$ cat src/rtl/pin_input_pkg.sv
// Shared types and defaults for the pin input debouncer.
// Latency: n/a (declarations only).
// Backpressure: n/a.
package pin_input_pkg;

  // Per-channel debounce FSM states: two stable levels, each with a qualification state.
  typedef enum logic [1:0] {
    S_LOW    = 2'd0,
    S_CHK_HI = 2'd1,
    S_HIGH   = 2'd2,
    S_CHK_LO = 2'd3
  } deb_state_t;

  // Default timing for the OSCH oscillator at 2.08 MHz nominal.
  localparam int unsigned DEF_SYNC_STAGES     = 2;
  localparam int unsigned DEF_DEBOUNCE_CYCLES = 20800;    // ~10 ms
  localparam int unsigned DEF_LONG_CYCLES     = 2080000;  // ~1 s

  // Width of a counter that must reach n-1; never narrower than one bit.
  function automatic int unsigned cnt_width(input int unsigned n);
    return (n < 2) ? 1 : $clog2(n);
  endfunction

endpackage

$ cat src/rtl/debounce_channel.sv
// One input channel: synchroniser, debounce FSM, edge pulses, sticky press flag, optional long-press (PIN_INPUT_LONG_PRESS_EN).
// Latency: level/press/release_pulse change SYNC_STAGES + DEBOUNCE_CYCLES + 1 clocks after a stable pin change.
// Backpressure: none; pulses are fire-and-forget, evt_pending holds until evt_clr.
module debounce_channel
  import pin_input_pkg::*;
#(
  parameter int unsigned SYNC_STAGES     = DEF_SYNC_STAGES,
  parameter int unsigned DEBOUNCE_CYCLES = DEF_DEBOUNCE_CYCLES,
  parameter bit          ACTIVE_LOW      = 1'b1,
  parameter int unsigned LONG_CYCLES     = DEF_LONG_CYCLES
) (
  input  logic clk,
  input  logic rst_n,
  input  logic pin_in,
  input  logic evt_clr,
  output logic level,
  output logic press,
  output logic release_pulse,
  output logic evt_pending,
  output logic long_press
);

  localparam int unsigned CNT_W    = cnt_width(DEBOUNCE_CYCLES);
  localparam logic [CNT_W-1:0] CNT_LAST = CNT_W'(DEBOUNCE_CYCLES - 1);
  // Pin level that means "not pressed"; the synchroniser resets to it so
  // leaving reset never looks like an edge.
  localparam logic IDLE_LVL = ACTIVE_LOW ? 1'b1 : 1'b0;

  // Elaboration-time parameter sanity.
  if (SYNC_STAGES < 2 || SYNC_STAGES > 4) begin : g_bad_sync
    $error("debounce_channel: SYNC_STAGES must be 2..4");
  end
  if (DEBOUNCE_CYCLES < 2) begin : g_bad_deb
    $error("debounce_channel: DEBOUNCE_CYCLES must be >= 2");
  end
  if (LONG_CYCLES < 2) begin : g_bad_long
    $error("debounce_channel: LONG_CYCLES must be >= 2");
  end

  logic [SYNC_STAGES-1:0] sync_q;
  logic                   s;

  deb_state_t             state_q, state_d;
  logic [CNT_W-1:0]       cnt_q, cnt_d;
  logic                   level_q, level_d;
  logic                   press_q, press_d;
  logic                   rel_q, rel_d;
  logic                   evt_q;

  // Metastability synchroniser, preset to the idle pin level.
  always_ff @(posedge clk or negedge rst_n) begin
    if (!rst_n) begin
      sync_q <= {SYNC_STAGES{IDLE_LVL}};
    end else begin
      sync_q <= {sync_q[SYNC_STAGES-2:0], pin_in};
    end
  end

  // Logical sample: 1 = pressed regardless of pin polarity.
  assign s = sync_q[SYNC_STAGES-1] ^ IDLE_LVL;

  // FSM, counter and registered outputs.
  always_ff @(posedge clk or negedge rst_n) begin
    if (!rst_n) begin
      state_q <= S_LOW;
      cnt_q   <= '0;
      level_q <= 1'b0;
      press_q <= 1'b0;
      rel_q   <= 1'b0;
    end else begin
      state_q <= state_d;
      cnt_q   <= cnt_d;
      level_q <= level_d;
      press_q <= press_d;
      rel_q   <= rel_d;
    end
  end

  // Next-state: a change is committed only after DEBOUNCE_CYCLES consecutive agreeing samples.
  always_comb begin
    state_d = state_q;
    cnt_d   = cnt_q;
    level_d = level_q;
    press_d = 1'b0;
    rel_d   = 1'b0;
    case (state_q)
      S_LOW: begin
        if (s) begin
          state_d = S_CHK_HI;
          cnt_d   = '0;
        end
      end
      S_CHK_HI: begin
        if (!s) begin
          state_d = S_LOW;
          cnt_d   = '0;
        end else if (cnt_q == CNT_LAST) begin
          state_d = S_HIGH;
          cnt_d   = '0;
          level_d = 1'b1;
          press_d = 1'b1;
        end else begin
          cnt_d = cnt_q + 1'b1;
        end
      end
      S_HIGH: begin
        if (!s) begin
          state_d = S_CHK_LO;
          cnt_d   = '0;
        end
      end
      S_CHK_LO: begin
        if (s) begin
          state_d = S_HIGH;
          cnt_d   = '0;
        end else if (cnt_q == CNT_LAST) begin
          state_d = S_LOW;
          cnt_d   = '0;
          level_d = 1'b0;
          rel_d   = 1'b1;
        end else begin
          cnt_d = cnt_q + 1'b1;
        end
      end
      default: begin
        state_d = S_LOW;
        cnt_d   = '0;
        level_d = 1'b0;
      end
    endcase
  end

  // Sticky press flag; a press in the same cycle as a clear wins so no event is lost.
  always_ff @(posedge clk or negedge rst_n) begin
    if (!rst_n) begin
      evt_q <= 1'b0;
    end else begin
      evt_q <= press_d | (evt_q & ~evt_clr);
    end
  end

  assign level         = level_q;
  assign press         = press_q;
  assign release_pulse = rel_q;
  assign evt_pending   = evt_q;

`ifdef PIN_INPUT_LONG_PRESS_EN
  localparam int unsigned LONG_W = cnt_width(LONG_CYCLES);
  localparam logic [LONG_W-1:0] HOLD_LAST = LONG_W'(LONG_CYCLES - 1);

  logic [LONG_W-1:0] hold_q;
  logic              hold_done_q;
  logic              long_q;

  // Hold timer: counts while committed high, fires once and then saturates.
  always_ff @(posedge clk or negedge rst_n) begin
    if (!rst_n) begin
      hold_q      <= '0;
      hold_done_q <= 1'b0;
      long_q      <= 1'b0;
    end else if (state_q == S_HIGH) begin
      long_q <= 1'b0;
      if (!hold_done_q) begin
        if (hold_q == HOLD_LAST) begin
          long_q      <= 1'b1;
          hold_done_q <= 1'b1;
        end else begin
          hold_q <= hold_q + 1'b1;
        end
      end
    end else begin
      hold_q      <= '0;
      hold_done_q <= 1'b0;
      long_q      <= 1'b0;
    end
  end

  assign long_press = long_q;
`else
  assign long_press = 1'b0;
`endif

endmodule

$ cat src/rtl/pin_input_debouncer.sv
// N_CH independent pin debouncers (clean level, press/release pulses, sticky flag; long press under PIN_INPUT_LONG_PRESS_EN).
// Latency: SYNC_STAGES + DEBOUNCE_CYCLES + 1 clocks from a stable pin change to level/press/release_pulse.
// Backpressure: none; evt_pending bits hold until cleared by the matching evt_clr bit.
module pin_input_debouncer
  import pin_input_pkg::*;
#(
  parameter int unsigned N_CH            = 3,
  parameter int unsigned SYNC_STAGES     = DEF_SYNC_STAGES,
  parameter int unsigned DEBOUNCE_CYCLES = DEF_DEBOUNCE_CYCLES,
  parameter bit          ACTIVE_LOW      = 1'b1,
  parameter int unsigned LONG_CYCLES     = DEF_LONG_CYCLES
) (
  input  logic            clk,
  input  logic            rst_n,
  input  logic [N_CH-1:0] pin_in,
  output logic [N_CH-1:0] level,
  output logic [N_CH-1:0] press,
  output logic [N_CH-1:0] release_pulse,
  output logic [N_CH-1:0] evt_pending,
  input  logic [N_CH-1:0] evt_clr,
  output logic [N_CH-1:0] long_press
);

  // One fully independent channel per pin.
  for (genvar i = 0; i < N_CH; i++) begin : g_ch
    debounce_channel #(
      .SYNC_STAGES     (SYNC_STAGES),
      .DEBOUNCE_CYCLES (DEBOUNCE_CYCLES),
      .ACTIVE_LOW      (ACTIVE_LOW),
      .LONG_CYCLES     (LONG_CYCLES)
    ) u_ch (
      .clk           (clk),
      .rst_n         (rst_n),
      .pin_in        (pin_in[i]),
      .evt_clr       (evt_clr[i]),
      .level         (level[i]),
      .press         (press[i]),
      .release_pulse (release_pulse[i]),
      .evt_pending   (evt_pending[i]),
      .long_press    (long_press[i])
    );
  end

endmodule

$ cat config.mk
export PLATFORM = sky130hd
export DESIGN_NAME = pin_input_debouncer
export DESIGN_NICKNAME = d
export VERILOG_FILES = /design/src/rtl/pin_input_pkg.sv /design/src/rtl/debounce_channel.sv /design/src/rtl/pin_input_debouncer.sv
export SDC_FILE = /design/constraint.sdc
export NUM_CORES = 1
export LEC_CHECK = 0
export ABC_AREA = 1
export CORE_ASPECT_RATIO = 0.7
export CORE_MARGIN = 5
export CORE_UTILIZATION = 25
export DETAILED_ROUTE_END_ITERATION = 8
export PLACE_DENSITY = 0.42
export SETUP_SLACK_MARGIN = 0.3
export SYNTH_ARGS = -nofsm -noshare
export SYNTH_HDL_FRONTEND = slang
export SYNTH_SLANG_ARGS = --single-unit
$ cat constraint.sdc
create_clock -name clk -period 1.7 [get_ports clk]
set_input_delay 0.34 -clock clk [delete_from_list [all_inputs] [get_ports clk]]
set_output_delay 0.34 -clock clk [all_outputs]
set_load 0.05 [all_outputs]
---- Yosys cells after proc, flatten, opt, wreduce, memory -nomap -nowiden ----
Index checks and enable logic that the tools add are counted.
word-level totals
  register bits after elaboration ......... 69
  bits of input ports ..................... 8
  word-level logic and storage cells ...... 153
cells by class
  $add $sub $neg .......................... 3
  equal/unequal tests ..................... 36
  muxes and demuxes ....................... 69
  bitwise gates (word level) .............. 9
  reductions and logical operators ........ 15
operators by type and width
  kind                                                                      number
  15-bit two-way mux                                                        15
  15-bit case mux with 4 select lines                                       3
  15-bit by 1-bit adder with 15-bit output (second input constant)          3
  15-bit equality test (second input constant)                              3
  2-bit two-way mux                                                         18
  1-bit two-way mux                                                         27
  2-bit by 1-bit inequality test with 1-bit output (second input constant)  12
  2-bit case mux with 4 select lines                                        3
  5-bit AND reduction                                                       3
  2-bit equality test (second input constant)                               6
  2-bit inequality test (second input constant)                             6
  4-bit AND reduction                                                       3
  3-bit by 1-bit inequality test with 1-bit output (second input constant)  3
  3-bit inequality test (second input constant)                             3
  2-bit by 1-bit equality test with 1-bit output (second input constant)    3
  2-bit logical NOT                                                         3
  1-bit case mux with 2 select lines                                        3
  2-bit AND reduction                                                       3
  2-bit nonzero test                                                        3
  1-bit bitwise AND                                                         3
  1-bit NOT                                                                 3
  1-bit bitwise OR                                                          3

---- Longest topological paths before layout ----
Gate-level depths: netlist of the first run.
  depth in word-level cells ............... 5
  gate-level depth with buffers ........... 10
  depth with buffers taken out ............ 10

---- Modules after synthesis ----
Synthesis of the first run repeated with hierarchy kept, for this count alone.
unflattened totals
  cell total of the unflattened synthesis .. 499
  area total of the unflattened synthesis .. 3,900.0 µm²
by module, submodules not included
  module                               times used  cells an instance  area each (µm²)  seq. area each (µm²)
  debounce_channel (g_ch[0].u_ch ...)  2           173                1,326.3          578.1
  debounce_channel (g_ch[2].u_ch)      1           153                1,247.4          578.1

---- Least setup slack after synthesis of the first run ----
No wires, ideal clock.
  path kind ............................... register to register
  from .................................... reg g_ch[1].u_ch.cnt_q[0]
  to ...................................... reg g_ch[1].u_ch.cnt_q[3]
  data arrival time ....................... 1,374 ps
  data required time ...................... 1,577 ps
  path slack .............................. 203 ps
  stages on the path, launching flop included .. 7
  buffers on the path ..................... 0
  path through ............................ dfrtp_1 ha_1 inv_1 nor3_4 nand3_4 nand2_8 o21ai_1
on the way
  cells in the longest elaborated chain, start to end .. 4
ends and longest elaborated chain
  element                                                                                  RTL line                                         RTL
  from (decl)                                                                              debounce_channel.sv:44                           logic [CNT_W-1:0] cnt_q, cnt_d;
  from (signal assigned)                                                                   debounce_channel.sv:72                           cnt_q <= cnt_d;
  15-bit by 1-bit adder with 15-bit output / 15-bit equality test (equally long branches)  --
  15-bit two-way mux *                                                                     debounce_channel.sv:97, debounce_channel.sv:116
  15-bit two-way mux, on equally long branches                                             debounce_channel.sv:113, debounce_channel.sv:94
  15-bit case mux with 4 select lines *                                                    debounce_channel.sv:86                           case (state_q)
Mark *: on every way between the ends. The rest lies on a longest branch, timed or not.
A chain may end at the register's enable or synchronous reset.

---- Worst setup path after layout of the first run ----
  from .................................... reg g_ch[0].u_ch.cnt_q[7]
  to ...................................... reg g_ch[0].u_ch.level_q
on the way
  cells in the longest elaborated chain, start to end .. 3
ends and longest elaborated chain
  element                                                            RTL line                                         RTL
  from (decl)                                                        debounce_channel.sv:44
  from (signal assigned)                                             debounce_channel.sv:72
  15-bit equality test *                                             debounce_channel.sv:97, debounce_channel.sv:116
  2-bit by 1-bit inequality test with 1-bit output (no source line)  --
  5-bit AND reduction (no source line) *                             --
  to (signal assigned)                                               debounce_channel.sv:73                           level_q <= level_d;
  to (decl)                                                          debounce_channel.sv:45                           logic level_q, level_d;
Marked as above.

==> run summary, run 1 <==
The placed cell area came out at 4460 sq um. Across all register-to-register paths, the minimum setup slack is 270 ps. The endpoint identified for the worst register-to-register timing path is g_ch[0].u_ch.level. The tree is rooted in a sky130_fd_sc_hd__clkbuf_16.

The worst register-to-register path begins at g_ch[0].u_ch.cnt_q[7]. For this run, the share of the core covered by cells in the final layout is 0.327. The maximum number of pins on one net before global-route repair is 48. The cell count after placement is 753. Using the TritonRoute via totals, the vias-per-cell ratio works out to 4.37.

The maximum root-to-sink buffer count is 2. The largest total area in the synthesized netlist belongs to sky130_fd_sc_hd__dfrtp_1. Of all nets on the critical path, the largest fanout is 8. The count of final hold-check violations is 0. For this block, the initial DRC count from the detailed router was 194. The number of design rule violations left after detail routing came out at 0. The count of filler cells inserted in the layout is 1672. The CTS tree is yes. Counting the buffers created by CTS gives 9. The worst path meets setup with 274 ps of slack. The total setup violations reported at the end of the flow is 0.

The final net count is 593. The non-filler instance count after layout is 787. The total power draw is 3.75 mW. The number of instances on the worst hold path came out at 0. The fraction of final layout cells with drive strength greater than 1 came out at 0.261. The number of search-and-repair iterations in the first detailed-routing pass is 4. The number of global-route vias before repair is 3316. The fraction of the cycle the final worst path needs is 0.839.

The global-route met3 utilization is 0.0314. After global routing the overflow that remains totals 0. In the global route stage, overall resource usage came out at 0.110. STA puts the critical path data arrival time at 1650 ps.

The run finished with clean final reports. Synthesis handed over a netlist of 536 instances. The placer's final routability congestion estimate came out at 0.834. The number of storage elements in the synthesis netlist came out at 69. The post-route worst hold slack is 355 ps. The effective utilization at floorplan is 0.258. The initial antenna violation count came out at 0. The global routing usage on met1 is 0.163. The distinct cell type count of the synthesized netlist is 31. The final total negative setup slack is 0 ps. The placed wire-length estimate came out at 6880 um. Subtracting the final worst setup slack from the clock period gives 1430 ps. The clock latency at the later pin of the worst-skew pair came out at 330 ps. Among all flip-flop cells after synthesis, the most frequent one is sky130_fd_sc_hd__dfrtp_1. The worst IR drop on VDD is 0.461 mV. The sequential cell area fraction in the yosys report came out at 0.429.

The leakage dissipation is 2.32 nW. Max-cap violations in this run came to 0. Counting cells, the worst reg-to-reg path comes to 6.

The area of the placeable core came out at 15700 sq um. STA classifies the critical path startpoint as a flip-flop. The count of pins on the block boundary is 23.

The post-synthesis instance area is 4040 sq um. The largest individual stage delay along the critical path comes from the cell sky130_fd_sc_hd__dfrtp_1. The maximum cell stage delay along the critical path is 470 ps. The terminating pin of the worst hold path is g_ch[1].u_ch.sync_q[1]. The tightest min-delay check is of the reg -> reg type.

The final antenna-violating net count is 0. The via count of the routed design came out at 3441. After clock tree synthesis, the clock-pin slew on the worst setup and hold paths is 60 ps. The Yosys warning count came out at 0. The die outline area came out at 18900 sq um.

The growth of design area from synthesis to finish came out at 27.0%. The die boundary width is 162 um. The routed length per instance is 12.5 um. The critical path data required time is 1920 ps. The number of slew-limit violations in the final report is 0. The pre-CTS worst setup slack is 96.5 ps. The number of sinks on the clock net came out at 69. In the post-synthesis netlist, the biggest area contributors are sky130_fd_sc_hd__dfrtp_1 (39%), sky130_fd_sc_hd__nand2_1 (16%), sky130_fd_sc_hd__inv_1 (6.6%).

The die is 116 um tall. The average instance in the mapped netlist occupies 7.54 sq um. For this run, asynchronously set or reset flops after synthesis account for 1.00. The share of the synthesized area in the top cell type is 0.390. Setup repair after global routing could not meet its margin everywhere. STA classifies the critical path endpoint as a flip-flop. The number of synthesized flops with an enable pin came out at 0. The post-route cell area came out at 5140 sq um. The first-pass GRT wire length is 16800 um. The deepest level of the CTS H-tree is 3.

The total of buffers placed on input and output ports came out at 19. The worst clock skew is 7.70 ps. The routed wire length came out at 9860 um. Based on the critical path, the design can be clocked at up to 0.701 GHz.

The global-route met2 utilization is 0.156. The critical path goes through nor2_1 > nand2_1 > nor2_1 > nand3_4 > o21ai_2 > nand2_1. The critical path is of the reg -> reg type.

The row count came out at 38. met1 is the most crowded layer. In this run the most critical hold path is launched from g_ch[1].u_ch.sync_q[0]. The antenna diode instance count came out at 0. The power per cell area is 730 nW/um^2.
-- layer usage --
| layer | wire, um | part of all wire | vias up |
|---|---|---|---|
| li1 | - | - | 1793 |
| met1 | 5280 | 0.54 | 1584 |
| met2 | 4100 | 0.42 | 56 |
| met3 | 404 | 0.041 | 8 |
| met4 | 81 | 0.0082 | 0 |
| met5 | 0 | 0 | - |
-- cells in the mapped netlist (3+ instances only) --
cell	count
sky130_fd_sc_hd__o21bai_1	3
sky130_fd_sc_hd__nor2_1	53
sky130_fd_sc_hd__nand3_1	52
sky130_fd_sc_hd__nand3b_1	4
sky130_fd_sc_hd__o21ai_0	10
sky130_fd_sc_hd__nand4_1	22
sky130_fd_sc_hd__nor3_1	6
sky130_fd_sc_hd__nor3_4	3
sky130_fd_sc_hd__nand2_1	173
sky130_fd_sc_hd__xor2_1	5
sky130_fd_sc_hd__o21ai_2	19
sky130_fd_sc_hd__dfstp_2	6
sky130_fd_sc_hd__dfrtp_1	63
sky130_fd_sc_hd__buf_4	16
sky130_fd_sc_hd__ha_1	3
sky130_fd_sc_hd__inv_1	71
sky130_fd_sc_hd__xnor2_1	6
sky130_fd_sc_hd__o22ai_1	5
-- worst max-delay path by stage --
stage / endpoint / slack (ps) / from / cells past startpoint
2_1_floorplan: g_ch[1].u_ch.cnt_q[3] / 230 / g_ch[1].u_ch.cnt_q[0] / 6
3_3_place_gp: g_ch[0].u_ch.cnt_q[2] / 150 / g_ch[0].u_ch.cnt_q[0] / 6
3_5_place_dp: g_ch[0].u_ch.cnt_q[12] / 100 / g_ch[0].u_ch.cnt_q[0] / 6
4_1_cts: g_ch[0].u_ch.level / 280 / g_ch[0].u_ch.cnt_q[0] / 6
5_1_grt: g_ch[0].u_ch.cnt_q[3] / 190 / g_ch[0].u_ch.cnt_q[0] / 6
6_report: g_ch[0].u_ch.level / 270 / g_ch[0].u_ch.cnt_q[7] / 6
-- cells in the final DEF, fill, tap and decap left out, types with 4 or more instances in the layout --
| cell type | count |
|---|---|
| sky130_fd_sc_hd__clkbuf_16 | 9 |
| sky130_fd_sc_hd__xnor2_1 | 6 |
| sky130_fd_sc_hd__nand3_2 | 7 |
| sky130_fd_sc_hd__nand4_1 | 22 |
| sky130_fd_sc_hd__nand2_1 | 163 |
| sky130_fd_sc_hd__nand3_1 | 44 |
| sky130_fd_sc_hd__o21ai_2 | 20 |
| sky130_fd_sc_hd__inv_1 | 66 |
| sky130_fd_sc_hd__nor2_2 | 11 |
| sky130_fd_sc_hd__o21ai_0 | 7 |
| sky130_fd_sc_hd__clkdlybuf4s50_1 | 6 |
| sky130_fd_sc_hd__nor2_4 | 5 |
| sky130_fd_sc_hd__nand3b_1 | 4 |
| sky130_fd_sc_hd__nor3_4 | 5 |
| sky130_fd_sc_hd__nand2_2 | 11 |
| sky130_fd_sc_hd__dfrtp_2 | 8 |
| sky130_fd_sc_hd__o22ai_1 | 5 |
| sky130_fd_sc_hd__buf_4 | 38 |
| sky130_fd_sc_hd__inv_2 | 4 |
| sky130_fd_sc_hd__xor2_1 | 5 |
| sky130_fd_sc_hd__dfrtp_1 | 55 |
| sky130_fd_sc_hd__nor2_1 | 38 |
| sky130_fd_sc_hd__dfstp_2 | 6 |
-- where the power goes --
group	internal (mW)	switching, mW	total (mW)	leakage (nW)
combinational	0.0940	0.153	0.247	1.26
clock	1.07	0.735	1.80	0.141
sequential	1.67	0.0277	1.70	0.919
-- critical path: cells and delay by family, from the launching register on --
| kind | cells | cell delay (ps) |
|---|---|---|
| AO/OA/AOI/OAI | 1 | 170 |
| flip-flops | 1 | 470 |
| AND/OR/NAND/NOR | 5 | 680 |
-- registers in the layout, indices dropped and copies added, names as in the netlist, named ones only --
name	flops
g_ch.u_ch.cnt_q	45
g_ch.u_ch.sync_q	6
g_ch.u_ch.evt_pending	3
g_ch.u_ch.level	3
g_ch.u_ch.press	3
g_ch.u_ch.release_pulse	3
g_ch.u_ch.state_q	3
-- area by class of cell --
cell class | instances | area (sq um) | share of cell area
multi-input cells | 381 | 2160 | 0.421
flip-flops and latches | 69 | 1740 | 0.340
repair buffers | 49 | 418 | 0.0813
inverters | 72 | 275 | 0.0536
clock buffers | 11 | 253 | 0.0492
well taps | 200 | 250 | 0.0487
clock inverters | 5 | 35.0 | 0.00682
-- timing repair --
item	4_1_cts	5_1_grt
endpoints found under the hold margin	28	0
setup buffers	10	6
hold buffers	1	0
cloned	1	0
gates resized for setup	22	50
pin swaps	13	21
endpoints found under the setup margin	46	62
-- kinds of logic (layout without fill, tap and decap cells) --
| logic type | count (synthesis) | count (layout) | synth area share |
|---|---|---|---|
| other | 1 | 3 | 0.000927 |
| xor gates and xnor gates | 11 | 11 | 0.0238 |
| buffers and inverters | 89 | 137 | 0.0978 |
| adders and majority gates | 3 | 3 | 0.00928 |
| DFF | 69 | 69 | 0.429 |
| AOI/OAI and AO/OA | 42 | 42 | 0.0774 |
| and+or+nand+nor | 321 | 322 | 0.362 |
Power figures use the tool's default switching activity.
==> run 2: changes to the inputs <==
PLACE_DENSITY = 0.43   (was 0.42)
clock period = 1.2 ns   (was 1.7 ns; I/O delays follow)
==> run 2 against run 1 <==
  * The flow now finishes with violations (setup timing)
  * Maximum frequency barely moved
  * Core utilization rose by 8.6 points
  * Largest cell class unchanged
  * Critical endpoint is now g_ch[1].u_ch.cnt_q[2]
  * Die area did not move
==> run summary, run 2 (same netlist as run 1, synthesis figures left out) <==
The run finished, with violations left. The checks that failed: setup timing. The CTS clock-pin slew for the worst setup and hold paths is 60 ps. The number of search-and-repair iterations in the first detailed-routing pass is 4.

For this run, the slowest stage of the critical path takes 400 ps. With fillers left out, the area of the finished cells amounts to 6480 sq um. After layout, the worst setup slack is -226 ps. The die outline area is 18900 sq um. Entering global routing, the biggest net connects 28 pins.

The global-route met3 utilization came out at 0.0325. The initial utilization of the core area, before any placement, comes to 0.258. The worst IR drop on VDD came out at 0.593 mV. The ratio of routed vias to standard cells came out at 4.44.

The overall routing resource usage is 0.124. The leakage dissipation came out at 3.04 nW. The non-filler instance count after layout is 892.

The placed instances occupy a cell area of 5460 sq um. The library cell used most frequently in the layout, excluding fill and tap cells, is sky130_fd_sc_hd__nand2_1. In this run the worst hold path is classified as in -> async. On the critical path, the stage with the largest delay is an instance of sky130_fd_sc_hd__dfrtp_1. For this run, global-route usage on met1 was measured as 0.176. The cell count after placement came out at 852. The number of sinks on the clock net is 69.

The maximum root-to-sink buffer count came out at 2. The tree is rooted in a sky130_fd_sc_hd__clkbuf_16. The final net count came out at 698. The growth of design area from synthesis to finish came out at 60.3%. The kind of cell adding the most delay to the critical path is simple AND/OR/NAND/NOR gates. The endpoint arrival time on the critical path is 1640 ps. The highest achievable clock rate is 0.701 GHz. After detailed routing, the number of remaining DRC violations is 0. The routed wire length came out at 11300 um. The layer flagged by global routing as most heavily used is met2.

The CTS buffer count is 9. The power per cell area came out at 876 nW/um^2. The clock latency at the later pin of the worst-skew pair came out at 330 ps. More flip-flops sit in one register than any other, and that register is g_ch.u_ch.cnt_q. The time the final worst path needs with I/O delays and setup came out at 1430 ps. The critical path start-end classification is reg -> reg. The first global-routing pass estimated 19100 um of wire. At the end of routability-driven placement, the weighted congestion stood at 0.834. The total of buffers placed on input and output ports is 19. In this run the number of H-tree levels came out at 3. The maximum fanout count along the critical path came out at 8. The number of buffers and inverters on the critical path came out at 1. The count of pins on the block boundary is 23. STA classifies the critical path startpoint as a flip-flop. The antenna diode instance count is 0. The kind of capture point of the worst setup path is a flip-flop.

In the final layout, the registers with the most flip-flops are g_ch.u_ch.cnt_q x45, g_ch.u_ch.sync_q x6. The initial antenna violation count is 0. The final antenna-violating net count came out at 0.

The reported max-cap violation count is 0. Across all layers, the routed design uses 3957 vias. The number of global-route vias before repair came out at 3904. The worst register-to-register path has a depth of 6. Setup repair after global routing could not meet its margin everywhere. The number of flip-flops under the largest register name is 45. Counting buffers and inverters, the worst setup path is 6 cells deep. The detailed router's first-iteration violation count came out at 279. The total setup violations reported at the end of the flow came out at 63. The number of slew-limit violations in the final report is 0. The slack of the worst reg-to-reg path came out at -230 ps. The leftover overflow at the end of global routing came out at 0.

The die boundary width came out at 162 um. The worst clock skew is 7.29 ps. The row count is 38. The critical path data required time is 1410 ps. The library cells used most frequently in the layout, excluding fill and tap cells, are sky130_fd_sc_hd__nand2_1 (145), sky130_fd_sc_hd__buf_4 (114), sky130_fd_sc_hd__inv_1 (61), sky130_fd_sc_hd__dfrtp_1 (61), sky130_fd_sc_hd__nor2_1 (36). The count of final hold-check violations came to 0.

The fraction of final layout cells with drive strength greater than 1 is 0.434. The fraction of the cycle the final worst path needs is 1.19. In the global route stage, met2 resource usage came out at 0.196. Traced cell by cell, the critical path runs through ha_4 > inv_4 > nor3_4 > nand3_4 > nand2_8 > o21ai_2.

The area of the placeable core is 15700 sq um. In the final routed layout, each cell accounts on average for 12.6 um. TritonCTS built the clock tree.

The HPWL after detailed placement is 7990 um. The die is 116 um tall.
run 2: changes by cell type in the layout (fill, tap and decap cells not counted), sizes merged:
cell    change
buf       +105
clkinv      -3
clkbuf      +2
bufinv      +1
run 2: cell type report:
class / instances / area (sq um)
Clock buffer: 13 / 270
Clock inverter: 3 / 42.5
Fill cell: 1572 / 9210
Inverter: 72 / 288
Multi-Input combinational cell: 381 / 2430
Sequential cell: 69 / 1740
Tap cell: 200 / 250
Timing Repair Buffer: 154 / 1460
run 2: report_power, final:
part	internal, mW	switching [mW]
clock network	1.78	0.999
logic	0.224	0.272
registers	2.37	0.0367
run 2: path summary, 6_finish.rpt:
kind                                         from                      to
min in group clk                        pin_in[1]  g_ch[1].u_ch.sync_q[0]
max in group asynchronous                   rst_n  g_ch[1].u_ch.sync_q[1]
setup / recovery            g_ch[1].u_ch.cnt_q[1]   g_ch[1].u_ch.cnt_q[2]
setup reg to reg            g_ch[1].u_ch.cnt_q[1]   g_ch[1].u_ch.cnt_q[2]
hold reg to reg            g_ch[0].u_ch.sync_q[0]  g_ch[0].u_ch.sync_q[1]
hold / removal                              rst_n   g_ch[1].u_ch.cnt_q[3]
run 2: through the flow:
| step | worst slack (ps) | util | hold WS, ps | power [mW] | setup TNS [ps] |
|---|---|---|---|---|---|
| floorplan | -271 | - | -55.6 | 2.60 | -8680 |
| global placement | -228 | 0.348 | 73.2 | 2.81 | -9930 |
| detailed placement | -239 | 0.348 | 75.0 | 2.82 | -11030 |
| CTS | -231 | 0.390 | 263 | 5.71 | -10410 |
| global route | -299 | 0.413 | 296 | 5.91 | -14420 |
| finish | -226 | 0.413 | 271 | 5.68 | -8950 |
run 2: layer usage:
layer / vias to the layer above / routed length, um
li1: 2013 / -
met5: - / 0
met2: 44 / 5020
met4: 0 / 72
met3: 7 / 427
met1: 1893 / 5730
run 2: timing repair:
item                       in CTS  in global routing
hold buffers                    1                  0
setup buffers                  13                  8
hold endpoints to repair       27                  0
pin swaps                      25                 37
gates cloned                    1                  1
gates resized for setup        56                 74
setup endpoints to repair      75                 77
==> run 3: changes to the inputs <==
RECOVER_POWER = 50   (was default)
==> run 3 against run 2 <==
  * The flow still finishes with violations (setup timing)
  * Critical path depth unchanged
  * Count of clock-buffer cells in the layout did not move
  * Worst hold slack better by 85 ps
  * Setup slack gained 4.3 ps
  * Non-clock buffer count stayed put
  * Register-to-register slack hardly changed
  * Maximum frequency is 0.30% higher
  * Routed wire length is 0.20% lower
  * Global-route usage unchanged
  * Die area did not move
  * Cell count unchanged
==> run summary, run 3 (same netlist as run 1, synthesis figures left out) <==
The initial antenna violation count is 0. The routed wire length came out at 11200 um. The combinational share of power is 0.086. The critical path crosses 6 cells after its start point. The deepest level of the CTS H-tree came out at 3.

The die outline height came out at 116 um. The maximum cell stage delay along the critical path came out at 400 ps. The maximum number of pins on one net before global-route repair came out at 28. The library cells used most frequently in the layout, excluding fill and tap cells, are sky130_fd_sc_hd__nand2_1 (145), sky130_fd_sc_hd__buf_4 (114), sky130_fd_sc_hd__inv_1 (61), sky130_fd_sc_hd__dfrtp_1 (61), sky130_fd_sc_hd__nor2_1 (36). The fraction of the cycle the final worst path needs is 1.18. Setup violations remaining at the end of the flow were counted as 63. The antenna diode instance count is 0. The area of combinational cells with multiple inputs is 2430 sq um. The worst clock skew came out at 7.29 ps. The number of search-and-repair iterations in the first detailed-routing pass is 4. The cell count after placement came out at 852. The kind of capture point of the worst setup path is a flip-flop. The largest registers in the layout are g_ch.u_ch.cnt_q x45, g_ch.u_ch.sync_q x6. Power spread over the standard cell area amounts to 877 nW/um^2. The checks that failed: setup timing.

The endpoint arrival time on the critical path came out at 1630 ps. The number of slew-limit violations in the final report came to 0. Global routing finished with a remaining overflow of 0.

Summing over every cut layer, the via total after detailed routing is 3942. In the global route stage, overall resource usage came out at 0.124. The maximum fanout count along the critical path came out at 8. The number of global-route vias before repair came out at 3904. The ratio of routed vias to standard cells is 4.42. The worst setup path is of the reg -> reg kind. Following the worst setup path forward leads to its endpoint at g_ch[1].u_ch.cnt_q[2]. The final total negative setup slack came out at -8900 ps. The critical path data required time came out at 1410 ps.

The worst setup slack after layout is -221 ps. On the critical path, the stage with the largest delay is an instance of sky130_fd_sc_hd__dfrtp_1. The count of filler cells inserted in the layout is 1577.

The fraction of final layout cells with drive strength greater than 1 came out at 0.432. After the flow finishes, the layout carries non-filler instances totaling 892. Compared with the post-synthesis result, the final layout area differs by 59.9%. Of the total power, registers draw 0.424. On the critical path the largest part of the delay comes from simple AND/OR/NAND/NOR gates.

In this run the power spent charging and discharging nets is 1.31 mW. The tree is rooted in a sky130_fd_sc_hd__clkbuf_16. The total power draw is 5.67 mW. Leaving out fill and tap cells, the most frequent cell in the layout is sky130_fd_sc_hd__nand2_1.

Traced cell by cell, the critical path runs through ha_4 > inv_4 > nor3_4 > nand3_4 > nand2_8 > o21ai_2. Across all hold checks on the routed design, the worst slack comes to 356 ps. Of the total power, the share spent switching nets is 0.231. The effective utilization at floorplan came out at 0.258. The worst setup path is launched from a flip-flop. The routed wire length on met3 came out at 443 um. After detailed routing, the average wire length per cell comes to 12.6 um. The placed wire-length estimate came out at 7990 um. Ranked by flip-flop count, first place goes to g_ch.u_ch.cnt_q. The number of buffers and inverters on the critical path is 1. The number of flip-flops under the largest register name is 45.

Across the whole layout, storage elements account for 1740 sq um. The reported max-cap violation count is 0. The placer's final routability congestion estimate came out at 0.834. The die boundary width came out at 162 um. Counting along the longest clock path gives a buffer depth of 2. In this run, the number of DRC markers left after iteration 0 of detailed routing was 286.

The final net count is 698. The leakage dissipation came out at 3.03 nW. The die outline area is 18900 sq um.

The top layer reached by signal wires is met4. The worst min-delay path category is in -> async. For this run, the top clock speed supported by timing is 0.704 GHz.

The total of buffers placed on input and output ports came out at 19. The number of sinks on the clock net came out at 69. The row count came out at 38. The start point of the critical path is g_ch[1].u_ch.cnt_q[1]. The worst register-to-register path ends at g_ch[1].u_ch.cnt_q[2]. The clock latency at the later pin of the worst-skew pair came out at 330 ps. The flow ran to the end, but the final reports show violations. The number of design rule violations left after detail routing came out at 0. The count of pins on the block boundary is 23. Measured in cells, the most critical reg-to-reg path has a length of 6. The count of final hold-check violations is 0.

The first-pass GRT wire length came out at 19100 um. The worst IR drop on VDD came out at 0.591 mV. The CTS tree is yes. The CTS clock-pin slew for the worst setup and hold paths is 60 ps.

The met2 routed wirelength is 5010 um. The internal power consumption came out at 4.36 mW. The startpoint of the lowest-slack register-to-register path is g_ch[1].u_ch.cnt_q[1]. The detailed router put a total of 5700 um of wire on met1.

The time the final worst path needs with I/O delays and setup is 1420 ps. The final antenna-violating net count came out at 0. The slack of the worst reg-to-reg path is -220 ps. Of the total power, the clock network draws 0.490.

The number of clock buffers added by TritonCTS is 9. Setup repair after global routing could not meet its margin everywhere. The area of the placeable core came out at 15700 sq um.
run 3: changes by cell type in the layout (fill, tap and decap cells not counted):
| cell | before | now |
|---|---|---|
| sky130_fd_sc_hd__clkdlybuf4s50_1 | 6 | 3 |
| sky130_fd_sc_hd__dlygate4sd3_1 | 1 | 4 |
| sky130_fd_sc_hd__buf_12 | 17 | 16 |
| sky130_fd_sc_hd__clkbuf_1 | 1 | 2 |
run 3: layout make-up:
cell class	count	area share
clock buffers	13	0.0418
clock inverters	3	0.00658
inverters	72	0.0445
multi-input cells	381	0.376
flip-flops and latches	69	0.269
well taps	200	0.0387
repair buffers	154	0.224
run 3: power groups by stage:
stage / Combinational, mW / Clock, mW / Sequential (mW)
after floorplan: 0.156 / 0 / 2.44
after global placement: 0.381 / 0 / 2.43
after detailed placement: 0.384 / 0 / 2.44
after CTS: 0.447 / 2.86 / 2.40
after global routing: 0.532 / 2.96 / 2.41
final: 0.486 / 2.78 / 2.41
run 3: timing repair:
action	in CTS	in global routing
pin swaps	25	37
gates cloned	1	1
setup endpoints to repair	75	77
endpoints found under the hold margin	27	0
setup buffers	13	8
hold buffers	1	0
resized for setup	56	74
run 3: stage by stage:
step	area (sq um)	utilization	setup WS [ps]
floorplan	4130	-	-271
global placement	5460	0.348	-228
detailed placement	5460	0.348	-239
CTS	6110	0.390	-231
global route	6470	0.412	-299
finish	6470	0.412	-221
run 3: worst min path at each step:
stage / to / slack [ps] / cells after the start
floorplan: asynchronous set/reset pin / -60 / 0
global placement: g_ch[1].u_ch.cnt_q[3] / 70 / 1
detailed placement: g_ch[1].u_ch.cnt_q[3] / 80 / 1
CTS: g_ch[1].u_ch.cnt_q[3] / 260 / 2
global route: g_ch[2].u_ch.sync_q[1] / 360 / 0
finish: g_ch[1].u_ch.cnt_q[3] / 360 / 2
run 3: layer usage:
metal	GRT usage	vias to the layer above
met4	0.0220	0
met1	0.176	1873
met5	0	-
met3	0.0325	7
met2	0.196	49
li1	-	2013
run 3: worst reg2reg max path, cell delays in order (launching register included):
cell,delay [ps]
sky130_fd_sc_hd__dfrtp_1,400
sky130_fd_sc_hd__ha_4,180
sky130_fd_sc_hd__inv_4,40
sky130_fd_sc_hd__nor3_4,250
sky130_fd_sc_hd__nand3_4,210
sky130_fd_sc_hd__nand2_8,160
sky130_fd_sc_hd__o21ai_2,70
